**src/rtl/time_entry_loader.sv**
```systemverilog
// ---------------------------------------------------------------------------
// time_entry_loader
//   Keypad-side writer for the microwave countdown timer chain. Digit keys
//   shift into a four-digit MM:SS value calculator style (newest digit enters
//   at seconds units). START validates the seconds-tens digit, then pulses the
//   active-low parallel-load strobe of the four down-counters for one cycle,
//   follows with a one-cycle start pulse to the controller, and locks out the
//   keypad until the countdown chain reports completion (running falls).
//
// Ports
//   clk          system clock, all state changes on posedge
//   clear        asynchronous active-low reset
//   key_valid    one-cycle key strobe from the keypad scanner
//   key_code     0-9 digit, A cancel, B start, C-F ignored
//   running      countdown chain enable, high while counting
//   sec_units    entered seconds units (counter parallel-load data)
//   sec_tens     entered seconds tens
//   min_units    entered minutes units
//   min_tens     entered minutes tens
//   load         active-low load strobe to all four counters
//   start        one-cycle pulse to the controller to enable counting
//   digit_count  digits entered so far, 0..MAX_DIGITS
//   entry_error  high after a rejected START
//   busy         high while loading, starting or running
// ---------------------------------------------------------------------------
module time_entry_loader #(
    parameter int SEC_TENS_MAX = 5,
    parameter int MAX_DIGITS   = 4
) (
    input  logic       clk,
    input  logic       clear,
    input  logic       key_valid,
    input  logic [3:0] key_code,
    input  logic       running,
    output logic [3:0] sec_units,
    output logic [3:0] sec_tens,
    output logic [3:0] min_units,
    output logic [3:0] min_tens,
    output logic       load,
    output logic       start,
    output logic [2:0] digit_count,
    output logic       entry_error,
    output logic       busy
);

    typedef enum logic [2:0] {
        ST_IDLE  = 3'd0,
        ST_ENTRY = 3'd1,
        ST_LOAD  = 3'd2,
        ST_GO    = 3'd3,
        ST_RUN   = 3'd4
    } state_t;

    state_t state_r;
    logic   running_q_r;

    logic   key_digit_s;
    logic   key_cancel_s;
    logic   key_start_s;
    logic   room_s;
    logic   tens_bad_s;

    // Key decode; codes C-F match none of these and so change nothing.
    assign key_digit_s  = key_valid && (key_code <= 4'd9);
    assign key_cancel_s = key_valid && (key_code == 4'hA);
    assign key_start_s  = key_valid && (key_code == 4'hB);
    assign room_s       = (digit_count < 3'(MAX_DIGITS));
    assign tens_bad_s   = (sec_tens > 4'(SEC_TENS_MAX));

    // Entry/launch FSM with all outputs registered.
    always_ff @(posedge clk or negedge clear) begin
        if (!clear) begin
            state_r     <= ST_IDLE;
            sec_units   <= 4'd0;
            sec_tens    <= 4'd0;
            min_units   <= 4'd0;
            min_tens    <= 4'd0;
            digit_count <= 3'd0;
            load        <= 1'b1;
            start       <= 1'b0;
            entry_error <= 1'b0;
            busy        <= 1'b0;
            running_q_r <= 1'b0;
        end else begin
            // Strobes are single-cycle: deasserted unless set below.
            load        <= 1'b1;
            start       <= 1'b0;
            running_q_r <= running;
            case (state_r)
                ST_IDLE, ST_ENTRY: begin
                    if (key_digit_s) begin
                        if (room_s) begin
                            min_tens    <= min_units;
                            min_units   <= sec_tens;
                            sec_tens    <= sec_units;
                            sec_units   <= key_code;
                            digit_count <= digit_count + 3'd1;
                            entry_error <= 1'b0;
                            state_r     <= ST_ENTRY;
                        end else begin
                            // Display full: extra digits are dropped.
                            state_r <= state_r;
                        end
                    end else if (key_cancel_s) begin
                        sec_units   <= 4'd0;
                        sec_tens    <= 4'd0;
                        min_units   <= 4'd0;
                        min_tens    <= 4'd0;
                        digit_count <= 3'd0;
                        entry_error <= 1'b0;
                        state_r     <= ST_IDLE;
                    end else if (key_start_s) begin
                        // START with nothing entered (IDLE) is ignored.
                        if (state_r == ST_ENTRY) begin
                            if (tens_bad_s) begin
                                entry_error <= 1'b1;
                            end else begin
                                state_r <= ST_LOAD;
                                load    <= 1'b0;
                                busy    <= 1'b1;
                            end
                        end else begin
                            state_r <= state_r;
                        end
                    end else begin
                        state_r <= state_r;
                    end
                end
                ST_LOAD: begin
                    // Counters captured the digits on this edge; now launch.
                    start   <= 1'b1;
                    state_r <= ST_GO;
                end
                ST_GO: begin
                    state_r <= ST_RUN;
                end
                ST_RUN: begin
                    // Countdown finished when the chain enable falls.
                    if (running_q_r && !running) begin
                        sec_units   <= 4'd0;
                        sec_tens    <= 4'd0;
                        min_units   <= 4'd0;
                        min_tens    <= 4'd0;
                        digit_count <= 3'd0;
                        busy        <= 1'b0;
                        state_r     <= ST_IDLE;
                    end else begin
                        state_r <= ST_RUN;
                    end
                end
                default: begin
                    // Unreachable encoding: fall back to a safe idle.
                    busy    <= 1'b0;
                    state_r <= ST_IDLE;
                end
            endcase
        end
    end

endmodule

```
**config.mk**
```make
export PLATFORM = sky130hd
export DESIGN_NAME = time_entry_loader
export DESIGN_NICKNAME = d
export VERILOG_FILES = /design/src/rtl/time_entry_loader.sv
export SDC_FILE = /design/constraint.sdc
export NUM_CORES = 1
export LEC_CHECK = 0
export CORE_MARGIN = 1
export CORE_UTILIZATION = 47
export CTS_CLUSTER_DIAMETER = 50
export DETAILED_ROUTE_END_ITERATION = 16
export HOLD_SLACK_MARGIN = 0.12
export PLACE_DENSITY = 0.87
export SLEW_MARGIN = 20
export SYNTH_ARGS = -nofsm -noshare
export SYNTH_HDL_FRONTEND = slang
export SYNTH_SLANG_ARGS = --single-unit
```
**constraint.sdc**
```tcl
create_clock -name clk -period 3.3 [get_ports clk]
set_input_delay 0.495 -clock clk [delete_from_list [all_inputs] [get_ports clk]]
set_output_delay 0.495 -clock clk [all_outputs]
set_load 0.01 [all_outputs]
```
# Yosys cells after proc, flatten, opt, wreduce, memory -nomap -nowiden
# Cells that the tools add are included.
[op_classes]
addsub = 1
n_lt_le_gt_ge = 3
eq_ne = 18
n_mux = 47
bitwise = 1
reduce_logical = 16
[ops]
columns = ["cell", "count"]
rows = [
  ["2-to-1 mux 4 bit", 10],
  ["2-to-1 mux 3 bit", 11],
  ["one-hot mux 4 bit (2 select lines)", 4],
  ["2-to-1 mux 1 bit", 19],
  ["!= test 2 bit, second input constant", 6],
  ["!= test 4 bit, second input constant", 3],
  ["one-hot mux 3 bit (4 select lines)", 1],
  ["nonzero test 3 bit", 3],
  ["== test 4 bit, second input constant", 2],
  ["AND reduction 4 bit", 2],
  ["AND reduction 7 bit", 1],
  ["== test 3 x 2 -> 1 bit, second input constant", 2],
  ["!= test 3 bit, second input constant", 2],
  ["one-hot mux 3 bit (2 select lines)", 1],
  ["AND reduction 5 bit", 1],
  ["greater-than comparator 4 x 3 -> 1 bit, second input constant", 1],
  ["less-or-equal comparator 4 bit, second input constant", 1],
  ["logical AND 1 bit", 4],
  ["OR reduction 2 bit", 2],
  ["adder 3 x 1 -> 3 bit, second input constant", 1],
  ["== test 3 x 1 -> 1 bit, second input constant", 1],
  ["== test 3 bit, second input constant", 1],
  ["logical NOT 3 bit", 1],
  ["< comparator 3 bit, second input constant", 1],
  ["other kinds (5)", 5],
]
[totals]
ff_bits = 27
input_bits = 8
out_inout_bits = 23
wordCells = 97

# Logic depth before layout (Yosys ltp)
[logic_depth]
word_depth = 7
ltp_mapped = 6
depth_no_buf = 3

# Least setup slack after synthesis
# OpenSTA, ideal clock, no wires.
[synth_timing]
kind = "input port to flip-flop"
startpoint = "input key_code[0]"
endpoint = "register min_tens[3]"
setup_ns = 0.122
arrival_ns = 1.655
required_time_ns = 3.178
setup_slack_ns = 1.524
cell_stages = 4
path_buffers = 1
cell_sequence = "or4bb_1 a31o_2 clkbuf_1 a32o_1"
[synth_via]
elab_chain_len = 4
word_cells_on_any_way = 9
classes_between = "order compare (1); eq/ne (3); mux (2); reduce/logical (3)"
[synth_rtl]
columns = ["element", "line_no", "text"]
rows = [
  ["start, declared", "33", "input logic [3:0] key_code,"],
  ["less-or-equal comparator 4 bit or == test 4 bit (tied branches)", "64, 65", ""],
  ["logical AND 1 bit (on tied branches)", "64, 65", ""],
  ["!= test 3 bit (no source line) or 2-to-1 mux 4 bit (tied branches)", "n/a", ""],
  ["AND reduction 4 bit (no source line) or one-hot mux 4 bit (2 select lines) (tied branches)", "n/a", ""],
  ["end signal, assigned", "93", "min_tens <= min_units;"],
  ["end, declared", "38", "output logic [3:0] min_tens,"],
]
# Several ways; a longest one is shown, not always the timed one.
# A chain may end at the register's enable or synchronous reset.

# Worst setup path in the final report
[layout_timing]
startpoint = "input key_code[3]"
endpoint = "register min_tens[2]"
# The elaborated chain is that of the path after synthesis.

==> results.md <==
* Core box area at about 2300 um2
* CTS buffer count at 3
* First-pass GRT wire length at roughly 4.1 mm
* Clk pin slew, worst setup/hold paths at between 0.1 and 0.15 ns
* Postcts setup bufs at 0
* Max Cap Violations at 0
* Largest net degree at the start of global routing at 28
* Async SR Flop Fraction at 100%
* Synth warn at 0
* R2r endpoint: min_tens[2]$_DFFE_PN0P_
* Startpoint types: primary input
* Synth-to-Final Area Change at 29.2%
* Layout cells sized above 1 at under 10%
* Worst Hold Class: in -> async
* Final Cycle Share at about three fifths
* Via count at 901
* Clock tree root driver cell: clkbuf_4
* GPL Wtd Cong at slightly below 0.9
* Syn Inst Count at slightly below 90
* Commonest non-fill, non-tap cell in the layout: clkdlybuf4s50_1
* Final Max Tran Viols at 0
* Overall Global Routing Usage at 20.7%
* Final wirelength at about 2.4 mm
* Synth top area share at 56.3%
* Overall power at between 0.7 and 0.8 mW
* DRC violations left at 0
* Met3 GRT Util at 3.51%
* DRT iter0 DRCs at 22
* Area leader, netlist: dfrtp_1
* Grt total ovfl at 0
* R2R Path Start: state_r[0]$_DFFE_PN0P_
* Die footprint at 2660 um2
* Crit-path max FO at 20
* Longest Clk Path Bufs at 2
* Wire per inst at 16.3 um
* IO buf count at 30
* Fin nets at 129
* Syn Nets at between 90 and 100
* Status: completed
* Leak pwr at 0.646 nW
* Post-DP HPWL at ~1.6 mm
* Hold Buf Count CTS at 0
* H-tree depth at 1
* Post-route minimum period at just under 2 ns
* Met1 usage at between 20% and 30%
* R2r setup slk at around 1.4 ns
* Initial antenna violation count at 0
* Fin. Hold Viols at 0
* Die outline width at 51.6 um
* Fmax at a little over 500 MHz
* Initial core utilization at 51.3%
* Peak supply drop at around 0.32 mV
* Relative slew slack at 51.0%
* Synth unique cells at 31
* Cell Area, Synth at approximately 1200 um2
* Max Clock Skew at between 0.003 and 0.004 ns
* Number of global-route vias before repair at 900
* TritonCTS clock tree: done
* Clock Latency Late Sink at about 0.32 ns
* Fillers at approximately 190
* Crit end category: register
* Die H at about 52 um
* Row count at 17
* Setup TNS at 0 ns
* Largest cells by area after synthesis: dfrtp_1, a32o_1, dfstp_2
* Seq cells post-synth at 27
* Post_cts resized at 0
* Post-route ant nets at 0
* Avg Synthesized Cell Area at about 13 um2
* DR pass1 iterations at 4
* Post-DR vias/cell at between 6 and 7
* RSZ-0062 raised after global routing: false
* Final setup fails at 0
* Synth Flop Type: dfrtp_1
* EDFF count, synth at 0
* Cell area power density at roughly 500 nW/um2
* Critical path class: in -> reg
* TritonCTS sink count at 27
* # diodes at 0
* Least-Margin Pin Slew at ~0.73 ns
* Critical Path RT at around 3.5 ns
* Worst r2r path cells at 3
* Crit path DAT at roughly 2.2 ns
* Sequential-to-total area share from yosys stat at approximately 59%
* IO Count at 31
* GRT Max-Usage Layer: met2
* Commonest cells after routing, fill and taps aside: clkdlybuf4s50_1, dfrtp_1, a32o_1, inv_1, nand2_1
* Grt met2 use at between 30% and 40%
[metal layers]
layer / up-vias / part of all wire [%]
met5: - / 0
met4: 0 / 1.1
met3: 2 / 5.6
met2: 35 / 48
met1: 452 / 45
li1: 412 / -
[cells in the mapped netlist (all sizes together), types with 2 or more instances]
library cell,instances
a32o,18
buf,3
o21ai,3
a22o,2
clkbuf,3
inv,6
nand2,4
nor2,2
dfrtp,26
a31oi,2
[cells by family (layout without fill, tap and decap cells)]
family / after synthesis / after routing / share of synthesized area [%]
adder cells (fa/ha/maj): 1 / 1 / 1.08
AO/OA/AOI/OAI: 31 / 31 / 23.6
multiplexers: 1 / 1 / 0.866
flip-flops: 27 / 27 / 58.5
buffers and inverters: 12 / 42 / 5.30
AND/OR/NAND/NOR: 17 / 17 / 10.6
[registers in the layout, indices dropped and copies added, names as in the netlist]
| signal | count |
|---|---|
| sec_units | 4 |
| running_q_r | 1 |
| state_r | 3 |
| start | 1 |
| entry_error | 1 |
| min_units | 4 |
| min_tens | 4 |
| sec_tens | 4 |
| digit_count | 3 |
| load | 1 |
| busy | 1 |
[worst max-delay path by stage]
stage                startpoint                       end  cells after the start
finish              key_code[3]   min_tens[2]$_DFFE_PN0P_                      4
global route        key_code[3]  sec_units[0]$_DFFE_PN0P_                      4
CTS                 key_code[3]   min_tens[2]$_DFFE_PN0P_                      4
detailed placement  key_code[3]   min_tens[2]$_DFFE_PN0P_                      4
global placement    key_code[3]  min_units[1]$_DFFE_PN0P_                      4
floorplan           key_code[0]   min_tens[3]$_DFFE_PN0P_                      4
[stage by stage]
stage          util [%]  hold WS [ns]  cells  instance area [um2]  worst slack (ns)
2_1_floorplan         -         0.199     89                 1160              1.52
3_3_place_gp       65.1         0.498    143                 1470              1.02
3_5_place_dp       65.1         0.495    143                 1470             0.963
4_1_cts            66.3         0.521    147                 1490              1.33
5_1_grt            66.3         0.542    147                 1490              1.26
6_report           66.3         0.521    147                 1490              1.31
[final cells by class]
class	count	area (um2)	share of cell area (%)
well taps	28	35.0	2.35
clock buffers	4	26.3	1.76
multi-input cells	50	418	28.0
flip-flops and latches	27	677	45.3
inverters	6	22.5	1.51
repair buffers	32	315	21.1
[worst max-delay path: stages]
cell and delay (ns):
clkdlybuf4s50_1 0.53, or4bb_1 0.53, a31o_2 0.35, a32o_1 0.30
[power by group]
group	leakage, nW	total (mW)	internal, mW	switching (mW)
Clock	0.0150	0.141	0.0474	0.0932
Sequential	0.359	0.407	0.370	0.0365
Combinational	0.272	0.196	0.112	0.0838
Power figures use the tool's default switching activity.
==> edit 1: new RTL, same settings <==
Register the inputs `key_valid`, `key_code` and `running` before use, without a reset. The logic sees them one clock later. Comments in the files are not updated.
--- a/src/rtl/time_entry_loader.sv
+++ b/src/rtl/time_entry_loader.sv
@@ -52,4 +52,14 @@
     } state_t;
 
+    logic key_valid_q;
+    logic [3:0] key_code_q;
+    logic running_q;
+
+    always_ff @(posedge clk) begin
+        key_valid_q <= key_valid;
+        key_code_q  <= key_code;
+        running_q   <= running;
+    end
+
     state_t state_r;
     logic   running_q_r;
@@ -62,7 +72,7 @@
 
     // Key decode; codes C-F match none of these and so change nothing.
-    assign key_digit_s  = key_valid && (key_code <= 4'd9);
-    assign key_cancel_s = key_valid && (key_code == 4'hA);
-    assign key_start_s  = key_valid && (key_code == 4'hB);
+    assign key_digit_s  = key_valid_q && (key_code_q <= 4'd9);
+    assign key_cancel_s = key_valid_q && (key_code_q == 4'hA);
+    assign key_start_s  = key_valid_q && (key_code_q == 4'hB);
     assign room_s       = (digit_count < 3'(MAX_DIGITS));
     assign tens_bad_s   = (sec_tens > 4'(SEC_TENS_MAX));
@@ -86,5 +96,5 @@
             load        <= 1'b1;
             start       <= 1'b0;
-            running_q_r <= running;
+            running_q_r <= running_q;
             case (state_r)
                 ST_IDLE, ST_ENTRY: begin
@@ -94,5 +104,5 @@
                             min_units   <= sec_tens;
                             sec_tens    <= sec_units;
-                            sec_units   <= key_code;
+                            sec_units   <= key_code_q;
                             digit_count <= digit_count + 3'd1;
                             entry_error <= 1'b0;
@@ -137,5 +147,5 @@
                 ST_RUN: begin
                     // Countdown finished when the chain enable falls.
-                    if (running_q_r && !running) begin
+                    if (running_q_r && !running_q) begin
                         sec_units   <= 4'd0;
                         sec_tens    <= 4'd0;
Function: changed (Yosys sat finds a counterexample within 4 cycles, from zero or initial values).
==> edit 1 against the original RTL <==
Synthesized area up 9.0%; cell area up 11%; routed wire length up 3.0%; core utilization down 0.19 points; final cell count up 6.1%; worst setup slack better by 0.081 ns; clock skew up 0.0066 ns; sequential cell count up 6; critical path type is now flip-flop to output port; largest cell class unchanged.
Power is not compared: it rests on default switching activity, and its combinational part moved more than twofold at a synthesized area within 25%.
==> edit 1: results (changes against the original RTL) <==
| Metric | Value |
|---|---|
| Final worst clock skew | 0.0101 ns (+0.00658 ns) |
| Register-to-register setup slack | 1.50 ns (+0.09 ns) |
| Delay of the slowest cell on the worst path | 0.59 ns (+0.06 ns) |
| Setup fix buffers added after clock tree synthesis | 0 (unchanged) |
| Sequential-to-total area share from yosys stat | 0.633 (+0.0471) |
| Vias in the first global route | 873 (-3.0%) |
| Result of the run | finished, final reports clean |
| Layout cell share with drive strength beyond 1 | 0.135 (+0.0509) |
| Global routing usage summed across all routing layers | 0.203 (-0.00342) |
| Proportion of synthesized flip-flops having asynchronous set or reset | 0.818 (-0.182) |
| TritonCTS buffer count | 5 (+2) |
| Placed wire-length estimate | 1710 microns (+3.7%) |
| Final cell count without fillers | 156 (+6.1%) |
| Commonest cells in the synthesized netlist | 26 x dfrtp_1, 18 x a32o_1, 6 x dfxtp_1 |
| Top Family by Delay on Critical Path | buffers and inverters |
| Arrival time of data at the critical path endpoint | 1.41 ns (-0.80 ns) |
| Launching instance or port of the critical path | digit_count[2] |
| Global-route wire length before repair | 3970 microns (-2.6%) |
| Leading cell types by total area after synthesis | dfrtp_1 52%, a32o_1 14%, dfxtp_1 9.5%, dfstp_2 2.1%, a31o_2 2.1% |
| Number of placed instances with taps included | 148 (+3.5%) |
| Count of synthesis-stage warnings from yosys | 0 (unchanged) |
| Number of H-tree levels | 2 (+1) |
| Final wirelength | 2460 microns (+3.0%) |
| Root Buffer Master | clkbuf_4 |
| Maximum resistive drop on vdd | 0.574 mV |
| Launch instance of the worst register-to-register path | state_r[2] |
| Number of nets produced by synthesis | 100 (+2.0%) |
| Tightest Hold Check Type | flip-flop to flip-flop |
| Cell area after placement | 1580 sq um (+7.8%) |
| Total gr overflow | 0 (unchanged) |
| Cell count of the worst hold path | 0 |
| Max_slew headroom | 0.523 (+0.0134) |
| CP Capture Point | digit_count[2] |
| Clock input transition at the sequential cells of the worst setup and hold paths | 0.09 ns (-0.05 ns) |
| Total iterations of the first detailed-routing run | 5 (+1) |
| Maximum count of clock buffers along a single path | 2 (unchanged) |
| Final net count | 134 (+3.9%) |
| DR iter-0 viols | 29 (+32%) |
| Count of distinct cell types in the synthesized netlist | 30 (-3.2%) |
| Average instance area after synthesis | 13.8 sq um (+6.6%) |
| Vias per std cell | 5.92 (-3.4%) |
| Max FO, Critical Path | 7 (-65%) |
| Final weighted congestion in routability-driven placement | 0.775 (-11%) |
| End of the worst register-to-register path | min_tens[1] |
| Area share of the largest cell type after synthesis | 0.516 (-0.0464) |
edit 1: layer usage:
metal  vias to the layer above  GRT usage  part of all wire
li1                        429          -                 -
met1                       448      0.249              0.42
met2                        43      0.317              0.49
met3                         4     0.0847             0.073
met4                         0     0.0789             0.013
met5                         -          0                 0
edit 1: stage by stage:
step	total power, mW	setup WS [ns]	utilization	hold slack [ns]
floorplan	0.820	1.77	-	0.199
global placement	1.05	1.61	0.633	0.339
detailed placement	1.07	1.56	0.633	0.344
CTS	1.33	1.37	0.661	0.356
global route	1.39	1.33	0.661	0.368
finish	1.32	1.39	0.661	0.353
edit 1: layout make-up:
type / count / area [sq um]
sequential: 33 / 797
multi-input combinational: 51 / 424
tap: 30 / 37.5
fill: 192 / 848
timing repair buffer: 32 / 315
clock buffer: 7 / 65.1
inverter: 2 / 7.51
clock inverter: 1 / 5.00
edit 1: cell families after synthesis:
group           synth area share
flops                      0.633
fa+ha+maj                0.00993
buf+inv                   0.0348
mux                      0.00794
compound gates             0.209
simple gates               0.106
==> edit 2: new RTL, config.mk and constraints unchanged <==
Made on the original files. Re-encode `state_t` (5 states) as Gray code, 3 bits wide.
--- a/src/rtl/time_entry_loader.sv
+++ b/src/rtl/time_entry_loader.sv
@@ -45,9 +45,9 @@
 
     typedef enum logic [2:0] {
-        ST_IDLE  = 3'd0,
-        ST_ENTRY = 3'd1,
-        ST_LOAD  = 3'd2,
-        ST_GO    = 3'd3,
-        ST_RUN   = 3'd4
+        ST_IDLE  = 3'b000,
+        ST_ENTRY = 3'b001,
+        ST_LOAD  = 3'b011,
+        ST_GO    = 3'b010,
+        ST_RUN   = 3'b110
     } state_t;
 
Function: no difference found for any inputs over 10 cycles, from zero or initial values; not proved beyond that.
==> edit 2 against the original RTL <==
Die area increased by 18%; synthesized area up 19%; sequential cell count is the same; final cell count rose by 29%; count of clock-buffer cells in the layout is 1 lower; routed wire length up 32%; synthesized cell count increased by 46%; critical path depth increased by 1; worst setup slack lost 0.21 ns; cell area is 15% higher; critical path type unchanged; largest cell class unchanged; highest routed layer unchanged.
Power is not compared: it rests on default switching activity, and its combinational part moved more than twofold at a synthesized area within 25%.
==> edit 2: results (changes against the original RTL) <==
| Metric | Value |
|---|---|
| Result of the run | finished, final reports clean |
| Placed wire-length estimate | 2210 microns (+34%) |
| Number of fillers in the final layout | 242 (+29%) |
| Final weighted congestion in routability-driven placement | 0.791 (-9.3%) |
| Total inserted antenna cells | 0 (unchanged) |
| Highest layer used for signal routing | met4 |
| Post-route met1 wirelength | 1300 microns (+20%) |
| Met3 Routed Length | 136 microns (+1.5%) |
| Tightest Hold Check Type | primary input to async pin |
| Clock latency on the worst-skew pair | 0.34 ns (+0.02 ns) |
| Post-CTS Resized | 0 (unchanged) |
| Routed wire length on met2 | 1630 microns (+43%) |
| Maximum number of pins on one net before global-route repair | 28 (unchanged) |
| Leading cell types by total area after synthesis | dfrtp_1 47%, mux2i_1 14%, o21ai_0 7.6%, nand3_1 6.5%, clkbuf_1 1.9% |
| Global-route wire length before repair | 5260 microns (+29%) |
| Number of vias in the routed layout | 1150 (+28%) |
| Count of synthesis-stage warnings from yosys | 0 (unchanged) |
| Clock input transition at the sequential cells of the worst setup and hold paths | 0.16 ns (+0.02 ns) |
| Number of H-tree levels | 1 (unchanged) |
| Setup fix buffers added after clock tree synthesis | 0 (unchanged) |
| Measured slew at the worst slew-check pin | 0.661 ns (-0.0717 ns) |
| Maximum count of clock buffers along a single path | 2 (unchanged) |
| Remaining antenna violation count | 0 (unchanged) |
| TritonCTS buffer count | 3 (unchanged) |
| Commonest cells in the synthesized netlist | 26 x dfrtp_1, 21 x o21ai_0, 19 x mux2i_1 |
| Global routing usage summed across all routing layers | 0.216 (+0.00970) |
| Design internal power | 0.661 mW |
| Count of distinct cell types in the synthesized netlist | 34 (+9.7%) |
| Vias in the first global route | 1073 (+19%) |
| Detail-routed net length per standard cell | 16.6 microns (+2.3%) |
| Max FO, Critical Path | 13 (-35%) |
| Total iterations of the first detailed-routing run | 4 (unchanged) |
| Count of port buffers added during placement | 30 (unchanged) |
| Root Buffer Master | clkbuf_4 |
| DR iter-0 viols | 34 (+55%) |
| Final worst clock skew | 0.0171 ns (+0.0136 ns) |
| Layout cell share with drive strength beyond 1 | 0.0823 (-0.00176) |
| Antenna violations before repair | 0 (unchanged) |
| Number of nets produced by synthesis | 139 (+42%) |
| Maximum resistive drop on vdd | 0.491 mV |
| Proportion of synthesized flip-flops having asynchronous set or reset | 1.00 (unchanged) |
| Sequential-to-total area share from yosys stat | 0.491 (-0.0946) |
| Final net count | 168 (+30%) |
| Leakage power | 0.778 nW |
## edit 2: cell types whose count changed after synthesis, moves of 2 or more
cell / delta
a221oi_1: +2
nand3_1: +18
a32o_1: -18
nand2_1: -3
inv_1: -3
a22o_1: -2
a31oi_1: -2
nor2_1: +2
o21ai_0: +18
clkbuf_1: +4
mux2i_1: +18
a21oi_1: +3
## edit 2: area by class of cell
| cell class | instances | share of cell area |
|---|---|---|
| timing repair buffer | 34 | 0.192 |
| multi-input combinational | 90 | 0.367 |
| sequential | 27 | 0.394 |
| clock inverter | 1 | 0.00437 |
| inverter | 3 | 0.00656 |
| clock buffer | 3 | 0.0131 |
| tap | 31 | 0.0226 |
## edit 2: critical path: stages
cell             delay [ns]
clkdlybuf4s50_1        0.55
and4bb_1               0.29
o311ai_4               0.52
buf_4                  0.35
mux2i_1                0.25
## edit 2: power by group through the flow
stage	Sequential [mW]	Combinational, mW	Clock, mW
global route	0.488	0.451	0.162
floorplan	0.488	0.235	0
CTS	0.475	0.414	0.153
global placement	0.474	0.398	0
detailed placement	0.481	0.412	0
finish	0.475	0.412	0.151
## edit 2: layer usage
| layer | vias up | GRT usage |
|---|---|---|
| met5 | - | 0 |
| met4 | 0 | 0.0941 |
| met3 | 9 | 0.0256 |
| met2 | 42 | 0.364 |
| met1 | 563 | 0.281 |
| li1 | 536 | - |
## edit 2: stage by stage
step,utilization,instance area [sq um],power [mW],std cells,worst slack [ns]
after floorplan,-,1380,0.723,130,1.73
after global placement,0.612,1690,0.872,185,0.848
after detailed placement,0.612,1690,0.893,185,0.739
after CTS,0.623,1720,1.04,189,1.09
after global routing,0.623,1720,1.10,189,0.982
final,0.623,1720,1.04,189,1.10
## edit 2: path summary, 6_finish.rpt
check | startpoint | endpoint | slack [ns] | cells after the start
worst max-delay path | key_code[2] | min_units[1] | 1.10 | 5
worst min-delay path | clear | min_tens[0] | 0.50 | 2
worst max register to register | digit_count[2] | min_units[1] | 1.52 | 4
worst min register to register | min_tens[2] | min_tens[2] | 0.56 | 2
max in group asynchronous | clear | load | 2.48 | 2
min in group clk | min_tens[2] | min_tens[2] | 0.56 | 2
## edit 2: cell families after synthesis
kind of cell,Yosys count,synth area share
AO/OA/AOI/OAI,36,0.162
flip-flops,27,0.491
AND/OR/NAND/NOR,34,0.140
adder cells (fa/ha/maj),1,0.00907
multiplexers,19,0.138
buffers and inverters,13,0.0599
